[src/rtl/sccb_seq_writer.sv]
// rtl/sccb_seq_writer.sv - SCCB/I2C register-table write sequencer with ACK checking and retry
// Optional SCCB_DELAY_EN: entries with an all-ones register field become timed waits.
module sccb_seq_writer #(
  parameter logic [6:0] DEV_ADDR    = 7'h3C,
  parameter int         REG_BYTES   = 2,
  parameter int         DATA_BYTES  = 1,
  parameter int         NUM_ENTRIES = 11,
  parameter int         CLK_DIV     = 62,
  parameter int         MAX_RETRY   = 3,
  parameter int         DELAY_UNIT  = 25000
) (
  input  logic                                ack_clk,
  input  logic                                reset,
  input  logic                                start,
  output logic [7:0]                          tbl_idx,
  input  logic [8*(REG_BYTES+DATA_BYTES)-1:0] tbl_data,
  output logic                                scl,
  output logic                                sda_oe,
  input  logic                                sda_i,
  output logic                                busy,
  output logic                                done,
  output logic                                error,
  output logic [7:0]                          err_idx
);
  localparam int ENTRY_W = 8 * (REG_BYTES + DATA_BYTES);
  localparam int NBYTES  = 1 + REG_BYTES + DATA_BYTES;
  localparam int SHIFT_W = 8 * NBYTES;
  localparam int REG_W   = 8 * REG_BYTES;
  localparam int DATA_W  = 8 * DATA_BYTES;
  localparam int DIV_W   = $clog2(CLK_DIV);
  localparam int UNIT_W  = $clog2(DELAY_UNIT + 1);

`ifdef SCCB_DELAY_EN
  localparam bit DELAY_EN = 1'b1;
`else
  localparam bit DELAY_EN = 1'b0;
`endif

  typedef enum logic [3:0] {
    S_IDLE, S_LOAD, S_START, S_BYTE, S_ACK, S_STOP, S_GAP, S_DELAY, S_FINISH
  } state_t;

  state_t               state, state_nx;
  logic [DIV_W-1:0]     div_cnt;
  logic [1:0]           qtr;
  logic [2:0]           bit_cnt;
  logic [3:0]           byte_cnt;
  logic [SHIFT_W-1:0]   shift_q;
  logic                 nack;
  logic [7:0]           retry_cnt;
  logic [DATA_W-1:0]    dly_rem;
  logic [UNIT_W-1:0]    dly_unit;

  logic tick, q_end, bus_phase, is_last, retry_ok, dly_entry, dly_end;

  assign tick      = (div_cnt == DIV_W'(CLK_DIV - 1));
  assign q_end     = tick && (qtr == 2'd3);
  assign bus_phase = (state == S_START) || (state == S_BYTE) || (state == S_ACK) ||
                     (state == S_STOP)  || (state == S_GAP);
  assign is_last   = (tbl_idx == 8'(NUM_ENTRIES - 1));
  assign retry_ok  = (retry_cnt < 8'(MAX_RETRY));
  assign dly_entry = DELAY_EN && (tbl_data[ENTRY_W-1 -: REG_W] == {REG_W{1'b1}});
  assign dly_end   = (dly_rem == '0) ||
                     ((dly_rem == DATA_W'(1)) && (dly_unit == UNIT_W'(DELAY_UNIT - 1)));

  always_ff @(posedge ack_clk or posedge reset) begin
    if (reset) state <= S_IDLE;
    else       state <= state_nx;
  end

  always_comb begin
    state_nx = state;
    case (state)
      S_IDLE:   if (start) state_nx = S_LOAD;
      S_LOAD:   state_nx = dly_entry ? S_DELAY : S_START;
      S_START:  if (q_end) state_nx = S_BYTE;
      S_BYTE:   if (q_end && (bit_cnt == 3'd7)) state_nx = S_ACK;
      S_ACK:    if (q_end) state_nx = (nack || (byte_cnt == 4'(NBYTES - 1))) ? S_STOP : S_BYTE;
      S_STOP:   if (q_end) state_nx = S_GAP;
      S_GAP: begin
        if (q_end) begin
          if (!nack)         state_nx = is_last ? S_FINISH : S_LOAD;
          else if (retry_ok) state_nx = S_LOAD;
          else               state_nx = S_FINISH;
        end
      end
      S_DELAY:  if (dly_end) state_nx = is_last ? S_FINISH : S_LOAD;
      S_FINISH: state_nx = S_IDLE;
      default:  state_nx = S_IDLE;
    endcase
  end

  // Bus levels decode from state and quarter phase; SCL is high in Q1/Q2 of every data/ACK bit.
  always_comb begin
    scl    = 1'b1;
    sda_oe = 1'b0;
    case (state)
      S_START: begin
        scl    = (qtr < 2'd2);
        sda_oe = (qtr != 2'd0);
      end
      S_BYTE: begin
        scl    = qtr[0] ^ qtr[1];
        sda_oe = ~shift_q[SHIFT_W-1];
      end
      S_ACK:   scl = qtr[0] ^ qtr[1];
      S_STOP: begin
        scl    = (qtr != 2'd0);
        sda_oe = (qtr < 2'd2);
      end
      default: ;
    endcase
  end

  assign busy = (state != S_IDLE) && (state != S_FINISH);
  assign done = (state == S_FINISH);

  always_ff @(posedge ack_clk or posedge reset) begin
    if (reset) begin
      div_cnt   <= '0;
      qtr       <= '0;
      bit_cnt   <= '0;
      byte_cnt  <= '0;
      shift_q   <= '0;
      nack      <= 1'b0;
      retry_cnt <= '0;
      tbl_idx   <= '0;
      error     <= 1'b0;
      err_idx   <= '0;
      dly_rem   <= '0;
      dly_unit  <= '0;
    end else begin
      if (bus_phase) begin
        div_cnt <= tick ? '0 : div_cnt + 1'b1;
        if (tick) qtr <= qtr + 2'd1;
      end else begin
        div_cnt <= '0;
        qtr     <= '0;
      end

      case (state)
        S_IDLE: if (start) begin
          tbl_idx   <= '0;
          retry_cnt <= '0;
          error     <= 1'b0;
          err_idx   <= '0;
        end
        S_LOAD: begin
          shift_q  <= {DEV_ADDR, 1'b0, tbl_data};
          bit_cnt  <= '0;
          byte_cnt <= '0;
          nack     <= 1'b0;
          dly_rem  <= tbl_data[DATA_W-1:0];
          dly_unit <= '0;
        end
        S_BYTE: if (q_end) begin
          shift_q <= {shift_q[SHIFT_W-2:0], 1'b0};
          bit_cnt <= bit_cnt + 3'd1;
        end
        S_ACK: begin
          if (tick && (qtr == 2'd2)) nack <= sda_i;
          if (q_end) byte_cnt <= byte_cnt + 4'd1;
        end
        S_GAP: if (q_end) begin
          if (!nack) begin
            tbl_idx   <= tbl_idx + 8'd1;
            retry_cnt <= '0;
          end else if (retry_ok) begin
            retry_cnt <= retry_cnt + 8'd1;
          end else begin
            error   <= 1'b1;
            err_idx <= tbl_idx;
          end
        end
        S_DELAY: begin
          if (dly_end) begin
            tbl_idx   <= tbl_idx + 8'd1;
            retry_cnt <= '0;
          end else if (dly_unit == UNIT_W'(DELAY_UNIT - 1)) begin
            dly_unit <= '0;
            dly_rem  <= dly_rem - 1'b1;
          end else begin
            dly_unit <= dly_unit + 1'b1;
          end
        end
        default: ;
      endcase
    end
  end
endmodule
[config.mk]
export PLATFORM = sky130hd
export DESIGN_NAME = sccb_seq_writer
export DESIGN_NICKNAME = d
export VERILOG_FILES = /design/src/rtl/sccb_seq_writer.sv
export SDC_FILE = /design/constraint.sdc
export NUM_CORES = 1
export LEC_CHECK = 0
export ABC_AREA = 1
export CORE_MARGIN = 3
export CORE_UTILIZATION = 45
export DETAILED_ROUTE_END_ITERATION = 7
export PLACE_DENSITY = 0.69
export SYNTH_ARGS = -nofsm -noshare
export SYNTH_HDL_FRONTEND = slang
export SYNTH_SLANG_ARGS = --single-unit
[constraint.sdc]
create_clock -name ack_clk -period 3.1 [get_ports ack_clk]
set_clock_uncertainty 0.05 [all_clocks]
set_input_delay 0.62 -clock ack_clk [delete_from_list [all_inputs] [get_ports ack_clk]]
set_output_delay 0.62 -clock ack_clk [all_outputs]
set_load 0.02 [all_outputs]
Word level (Yosys, flattened, before mapping):

Index checks and enable logic that the tools add are counted.

* register bits after elaboration: 100
* input port bits: 28
* output and inout bits: 21
* logic and storage cells: 139

* add/sub/neg operators: 8
* $lt $le $gt $ge: 2
* equality and inequality tests: 33
* multiplexer cells: 51
* bitwise logic cells: 2
* reduce and logical (&&, ||, !) cells: 30

Operators by type and width (count)
* 2-to-1 mux 8 bit: 13
* one-hot mux 32 bit (2 select lines): 1
* one-hot mux 8 bit (3 select lines): 2
* 2-to-1 mux 4 bit: 11
* 2-to-1 mux 32 bit: 1
* one-hot mux 4 bit (8 select lines): 1
* one-hot mux 8 bit (2 select lines): 2
* 2-to-1 mux 15 bit: 2
* one-hot mux 15 bit (2 select lines): 1
* != test 2 bit, second input constant: 13
* adder 8 x 1 -> 8 bit, second input constant: 2
* equality test 4 x 3 -> 1 bit, second input constant: 4
* adder 15 x 1 -> 15 bit, second input constant: 1
* equality test 15 bit, second input constant: 1
* AND reduction 5 bit: 3
* equality test 4 x 2 -> 1 bit, second input constant: 3
* 2-to-1 mux 6 bit: 2
* nonzero test 2 bit: 5
* equality test 8 x 1 -> 1 bit, second input constant: 1
* equality test 8 x 4 -> 1 bit, second input constant: 1
* logical NOT 8 bit: 1
* less-than comparator 8 x 2 -> 1 bit, second input constant: 1
* one-hot mux 4 bit (2 select lines): 1
* AND reduction 2 bit: 4
* other kinds (30): 49

Logic depth before layout (Yosys ltp):

Gate-level depths: netlist of run 1.

* depth in word-level cells: 6
* depth in mapped cells: 12
* mapped depth without buffers: 11

Worst setup path before layout of run 1:

Ideal clock, no wire load.

* path kind: register -> output
* from: register state[0]
* to: output port scl
* arrival: 1.370 ns
* data required time: 2.430 ns
* slack: 1.060 ns
* stages on the path, launching flop included: 8
* path buffers: 1
* path through: dfrtp_1 -> nand2_2 -> inv_1 -> nand2_1 -> inv_2 -> buf_2 -> o21ai_0 -> o2111ai_1

* longest elaborated chain between the ends: 3
* elaborated cells on any way between the ends: 6
* those cells by class: eq/ne (4); mux (1); reduce/logical (1)

Ends and longest elaborated chain
* start, declared: line 43 `state_t state, state_nx;`
* start signal, assigned: line 68 `else state <= state_nx;`
* equality test 4 x 2 -> 1 bit or equality test 4 x 3 -> 1 bit (tied branches): line 97 `case (state)`
* OR reduction 2 bit (no line)
* one-hot mux 1 bit (3 select lines) *: line 97
* end, declared: line 17 `output logic scl,`

Every way passes the cells marked *; elsewhere a longest branch is shown, timed or not.

Final worst setup path of run 1:

* from: register state[2]
* to: output port sda_oe

* longest elaborated chain between the ends: 2
* elaborated cells on any way between the ends: 4
* those cells by class: eq/ne (3); mux (1)

Ends and longest elaborated chain
* equality test 4 x 3 -> 1 bit or equality test 4 x 2 -> 1 bit (tied branches): line 97
* one-hot mux 1 bit (3 select lines) *: line 97
* end, declared: line 18 `output logic sda_oe,`

Marks and branches as above.

==> results.md, run 1 <==
- GR Util All Layers: roughly 18%
- Worst Hold Class: reg2reg
- Reg2Reg Depth: 9
- Synth-to-Final Area Change: 16.3%
- ANT cells: 0
- Clk slew on worst S/H paths: 70 ps
- Most frequent cells in the layout: nand2_1 (210), dfrtp_1 (100), inv_1 (91)
- Top fanout value on the critical path: 5
- Drt total wl: between 10000 and 15000 µm
- Layout cells sized above 1: 6.25%
- Final Hold Viols: 0
- Number of global-route vias before repair: roughly 4500
- Clk_lat worst skew: approximately 350 ps
- Die Span X: 117 µm
- Number of setup violations in the final report: 0
- Synth cell types: 40
- Die outline area: around 14000 µm²
- Synth area leader: dfrtp_1
- Antenna violations before repair: 0
- WL/cell: 12.2 µm
- Asr flop ratio synth: 100%
- Hold Buf Count CTS: 0
- Final min period: 2780 ps
- DRC errors left: 0
- Port Buffers: 48
- Max-capacitance violation count: 0
- Sink Count: 100
- Critical Path AT: 2110 ps
- Static Leak: between 3 and 4 nW
- Worst hold stages: 2
- H-tree depth: 3
- Max_slew headroom: 59.1%
- Setup TNS: 0 ps
- YS warnings: 0
- Routability congestion estimate from global placement: 0.883
- Post-synthesis cell count: 737
- First-pass GRT wire length: 20700 µm
- DP Wirelength: 8380 µm
- I/O pins: 49
- Final worst-path cycle share: between 80% and 90%
- Routed Antenna Nets: 0
- Final max-slew violation count: 0
- Syn_area_per_cell: between 7 and 8 µm²
- Worst Hold Launch: retry_cnt[5]
- Start point of the critical path: state[2]
- Syn_nets: 780
- Worst vdd ir: 448 µV
- Vias per cell: 4.96
- Starting DRT DRC Count: 208
- Element type at the critical path end: primary output
- Top FF cell, synth: dfrtp_1
- Final hold slack: 420 ps
- PwrDens: 679 nW/µm²
- Worst Max-Slew Pin Slew: 613 ps
- Sequential share of the synthesized area: roughly 45%
- Register bit total from synthesis: 100
- CP Class: reg2out
- RSZ-0062 raised after global routing: no
- DRT Pass-1 Iters: 4
- Max Fclk: around 360 MHz
- CTS Buf Count: 9
- Vias post-DR: around 4700
- Post-synth EDFFs: 0
- Pin count of the biggest net entering global routing: 52
- CTS tree: built
- Worst Setup Start Kind: register
- Gr ovfl total: 0
- Root Buffer: clkbuf_16
- Most common cell after layout, fill and taps aside: nand2_1
- Starting density of the core: 46.4%
- Status: finished clean
- Cell area after synthesis: 5590 µm²
- Nets: 822
- Die H: approximately 120 µm
- Critical Path RT: 2430 ps
- Clock tree buffer depth: 2
- Area contributors post-synth: dfrtp_1 (45%), nand2_1 (14%), inv_1 (6.2%), nor2_1 (5.5%), nand3_1 (4.6%)
- Synth top area share: 44.7%
- Row count: 40
- Worst R2R Start: state[0]
- Core area: 12100 µm²
==> stage by stage <==
stage	utilization [%]	total power, mW	std cells	setup WS, ps	instance area, µm²
2_1_floorplan	-	3.03	737	1060	5600
3_3_place_gp	51.5	3.31	936	598	6210
3_5_place_dp	51.5	3.37	936	556	6210
4_1_cts	53.9	4.46	952	162	6500
5_1_grt	53.9	4.77	952	196	6500
6_report	53.9	4.42	952	318	6500
==> power breakdown <==
group / switching [mW] / internal (mW) / total, mW
Sequential: 0.168 / 1.56 / 1.73
Clock: 0.502 / 0.573 / 1.07
Combinational: 1.09 / 0.512 / 1.61
Total: 1.76 / 2.65 / 4.42
==> worst max-delay path, cell delays in order (launching register included) <==
cell and delay (ps):
dfrtp_1 410, nor2_1 270, nand3_1 220, o221ai_1 210
clkdlybuf4s50_1 660
==> metal layers <==
layer / GRT usage, % / share of wire (%)
met5: 0 / 0
met4: 5.42 / 1.3
met3: 3.89 / 3.2
met1: 23.9 / 49
met2: 28.6 / 46
==> path summary, 6_finish.rpt <==
kind                       slack (ps)            to
max                               320        sda_oe
min                               420  retry_cnt[5]
max reg2reg                       620    bit_cnt[2]
min reg2reg                       420  retry_cnt[5]
max in group asynchronous        1730    div_cnt[1]
min in group asynchronous         650   dly_unit[8]
==> state kept, by name, indices dropped and copies added (netlist names) <==
name / count
byte_cnt: 4
shift_q: 32
error: 1
div_cnt: 6
nack: 1
state: 4
retry_cnt: 8
qtr: 2
dly_unit: 15
err_idx: 8
dly_rem: 8
bit_cnt: 3
tbl_idx: 8
==> kinds of logic after synthesis <==
family          share of synthesized area [%]
fa+ha+maj                                3.36
buf+inv                                  8.95
compound gates                           11.9
simple gates                             29.0
xor+xnor                                 2.04
flops                                    44.7
==> final cells by class <==
cell class,count,area (µm²)
repair buffers,52,538
inverters,98,374
flip-flops and latches,100,2500
clock buffers,10,239
multi-input cells,518,2590
clock inverters,6,48.8
well taps,168,210
fillers,1132,5560
==> Yosys cell counts, types with 2 or more instances <==
cell type	count
nand2_1	210
dfrtp_1	100
inv_1	92
nor2_1	82
nand3_1	51
o21ai_0	48
o211ai_1	23
ha_1	15
nand4_1	13
o21ai_1	13
xor2_1	10
a21oi_1	8
buf_2	8
buf_4	5
clkbuf_1	5
inv_2	5
nand2_2	5
nor2_2	5
a22oi_1	4
nor3_1	4
buf_6	3
nand2_4	3
o22ai_1	3
xnor2_1	3
a22o_1	2
a31oi_1	2
nand3_2	2
==> timing repair <==
action                                  CTS  global route
setup buffers                             0             0
gates resized for setup                   0             1
endpoints found under the setup margin    0             1
endpoints found under the hold margin     0             0
Power figures use the tool's default switching activity.
==> inputs of run 2 (changes only) <==
--- a/config.mk
+++ b/config.mk
@@ -9,7 +9,7 @@
 export CORE_MARGIN = 3
 export CORE_UTILIZATION = 45
 export DETAILED_ROUTE_END_ITERATION = 7
-export PLACE_DENSITY = 0.69
+export PLACE_DENSITY = 0.67
 export SYNTH_ARGS = -nofsm -noshare
 export SYNTH_HDL_FRONTEND = slang
 export SYNTH_SLANG_ARGS = --single-unit
==> constraint.sdc (replaced) <==
create_clock -name ack_clk -period 3.27 [get_ports ack_clk]
set_clock_uncertainty 0.05 [all_clocks]
set_input_delay 0.654 -clock ack_clk [delete_from_list [all_inputs] [get_ports ack_clk]]
set_output_delay 0.654 -clock ack_clk [all_outputs]
set_load 0.02 [all_outputs]
==> run 2 against run 1 <==
Effect of this change: setup slack got worse by 25 ps; routed wire length increased by 0.64%; die area is the same; via count decreased by 0.70%; largest cell class unchanged; register-to-register slack improved by 190 ps; power is 3.2% lower.
==> results.md, run 2 (synthesized netlist as in run 1, its figures left out) <==
- Top fanout value on the critical path: 8 (+3)
- Root Buffer: clkbuf_16
- DRT Pass-1 Iters: 5 (+1)
- Biggest register: shift_q
- Final Hold Viols: 0 (unchanged)
- DP Wirelength: 8020 µm (-4.2%)
- Worst R2R Start: state[0]
- M2 GR Usage: 29.2% (+0.51 points)
- Worst Setup Start Kind: register
- Routability congestion estimate from global placement: 0.947 (+7.2%)
- Core area: 12100 µm² (unchanged)
- Final Worst Setup Slack: 294 ps (-24.7 ps)
- Critical Path AT: 2270 ps (+160 ps)
- Critical Path RT: 2570 ps (+140 ps)
- Synth-to-Final Area Change: 16.2% (about the same)
- Worst Max-Slew Pin Slew: 557 ps (-55.2 ps)
- CP endpoint: scl
- Final Power: 4.27 mW (-3.2%)
- Gr ovfl total: 0 (unchanged)
- Grt peak-use layer: met2
- ANT cells: 0 (unchanged)
- GR Util All Layers: 18.1% (+0.41 points)
- Max_slew headroom: 62.8% (+3.8 points)
- Clk slew on worst S/H paths: 70 ps (about the same)
- Status: finished clean
- Drt total wl: 11700 µm (+0.64%)
- Final max-slew violation count: 0 (unchanged)
- Number of global-route vias before repair: 4494 (-0.58%)
- R2R setup slack: 810 ps (+190 ps)
- Die Span X: 117 µm (unchanged)
- RSZ-0062 raised after global routing: no
- CTS Buf Count: 9 (unchanged)
- Most frequent cells in the layout: nand2_1 (210), dfrtp_1 (100), inv_1 (91)
- Reg2Reg Depth: 9 (unchanged)
- Critical Path, Cell by Cell: nor2_1, nand2_1, inv_1, o21ai_0, o2111ai_1, clkdlybuf4s50_1
- Routed Antenna Nets: 0 (unchanged)
- Die outline area: 13800 µm² (unchanged)
- Layout cells sized above 1: 5.88% (-0.37 points)
- Grt met3 use: 3.56% (-0.34 points)
- Cts repair resizes: 0 (unchanged)
- PwrDens: 658 nW/µm² (-3.1%)
- CP Class: reg2out
- Die H: 117 µm (unchanged)
- Final Cell Area: 6500 µm² (about the same)
- Static Leak: 3.06 nW (-0.43%)
- WL/cell: 12.3 µm (+0.86%)
- Pin count of the biggest net entering global routing: 101 (+94%)
- Sink Count: 100 (unchanged)
- Filler Cells Inserted: 1140 (+0.71%)
- Met1 GRT Util: 24.7% (+0.77 points)
- Vias post-DR: 4689 (-0.70%)
- Row count: 40 (unchanged)
- Starting DRT DRC Count: 222 (+6.7%)
- Max-capacitance violation count: 0 (unchanged)
- Final core occ: 53.9% (about the same)
- CTS tree: built
- DRC errors left: 0 (unchanged)
- DP Area: 6180 µm² (-0.44%)
- I/O pins: 49 (unchanged)
- H-tree depth: 3 (unchanged)
- Start point of the critical path: state[0]
- Final min period: about 3000 ps
- Nets: 820 (-0.24%)
- Number of setup violations in the final report: 0 (unchanged)
- Antenna violations before repair: 0 (unchanged)
- Max Fclk: 336 MHz
- End of the worst register-to-register path: bit_cnt[2]
- Worst vdd ir: 323 µV (-28%)
- Most common cell after layout, fill and taps aside: nand2_1
- CP peak stage delay: 680 ps (+20 ps)
- Final worst-path cycle share: 91.0%
- Setup TNS: 0 ps (unchanged)
- Post-CTS setup buffers: 0 (unchanged)
- Port Buffers: 48 (unchanged)
- Clk_lat worst skew: 350 ps (about the same)
- Slowest CP cell: clkdlybuf4s50_1
- Worst Hold Class: reg2reg
- Starting density of the core: 46.4% (unchanged)
- Max reg flops: 32 (unchanged)
- Element type at the critical path end: primary output
- Clock tree buffer depth: 2 (unchanged)
- Pre-CTS setup slack: 698 ps (+142 ps)
- First-pass GRT wire length: 20900 µm (+1.1%)
- Vias per cell: 4.94 (-0.49%)
- Hold Buf Count CTS: 0 (unchanged)
- Biggest regs: shift_q (32), dly_unit (15)
-- run 2: cell types whose count changed in the layout (fill, tap and decap cells not counted), sizes merged --
cell           before  now
clkinvlp            1    2
clkdlybuf4s50      47   48
bufinv              0    1
clkbuf             10   12
clkinv              5    1
buf                 4    2
dlymetal6s2s        1    0
-- run 2: layer usage --
metal,share of wire [%],vias to the layer above,wire length (µm)
met2,46,75,5390
li1,-,2438,-
met5,0,-,0
met1,49,2168,5780
met3,3.5,8,409
met4,1.1,0,134
-- run 2: area by class of cell --
| cell class | instances | area [µm²] | area share [%] |
|---|---|---|---|
| multi-input combinational | 518 | 2590 | 39.9 |
| sequential | 100 | 2500 | 38.5 |
| timing repair buffer | 50 | 508 | 7.82 |
| inverter | 98 | 374 | 5.76 |
| clock buffer | 12 | 256 | 3.95 |
| tap | 168 | 210 | 3.24 |
| clock inverter | 4 | 55.1 | 0.847 |
-- run 2: stage by stage --
stage	hold WS, ps	cells
final	417	950
after CTS	422	950
after floorplan	387	737
after global placement	400	934
after detailed placement	403	934
after global routing	455	950
-- run 2: how the worst min path moves through the flow --
stage | from | endpoint | depth (start not counted)
finish | retry_cnt[3] | retry_cnt[3] | 2
global route | error | error | 2
CTS | retry_cnt[3] | retry_cnt[3] | 2
detailed placement | retry_cnt[3] | retry_cnt[3] | 2
global placement | retry_cnt[5] | retry_cnt[5] | 2
floorplan | retry_cnt[2] | retry_cnt[2] | 2
-- run 2: worst max-delay path: cells and delay by family (launching register included) --
kind | cells | cell delay, ps
AOI/OAI and AO/OA | 2 | 200
buffers and inverters | 2 | 880
DFF | 1 | 500
and+or+nand+nor | 2 | 340
-- run 2: report_power, final --
| part | internal, mW | total, mW | switching (mW) | leakage, nW |
|---|---|---|---|---|
| registers | 1.48 | 1.64 | 0.160 | 1.32 |
| clock network | 0.640 | 1.11 | 0.473 | 0.149 |
| logic | 0.484 | 1.52 | 1.03 | 1.60 |
| total | 2.61 | 4.27 | 1.67 | 3.06 |
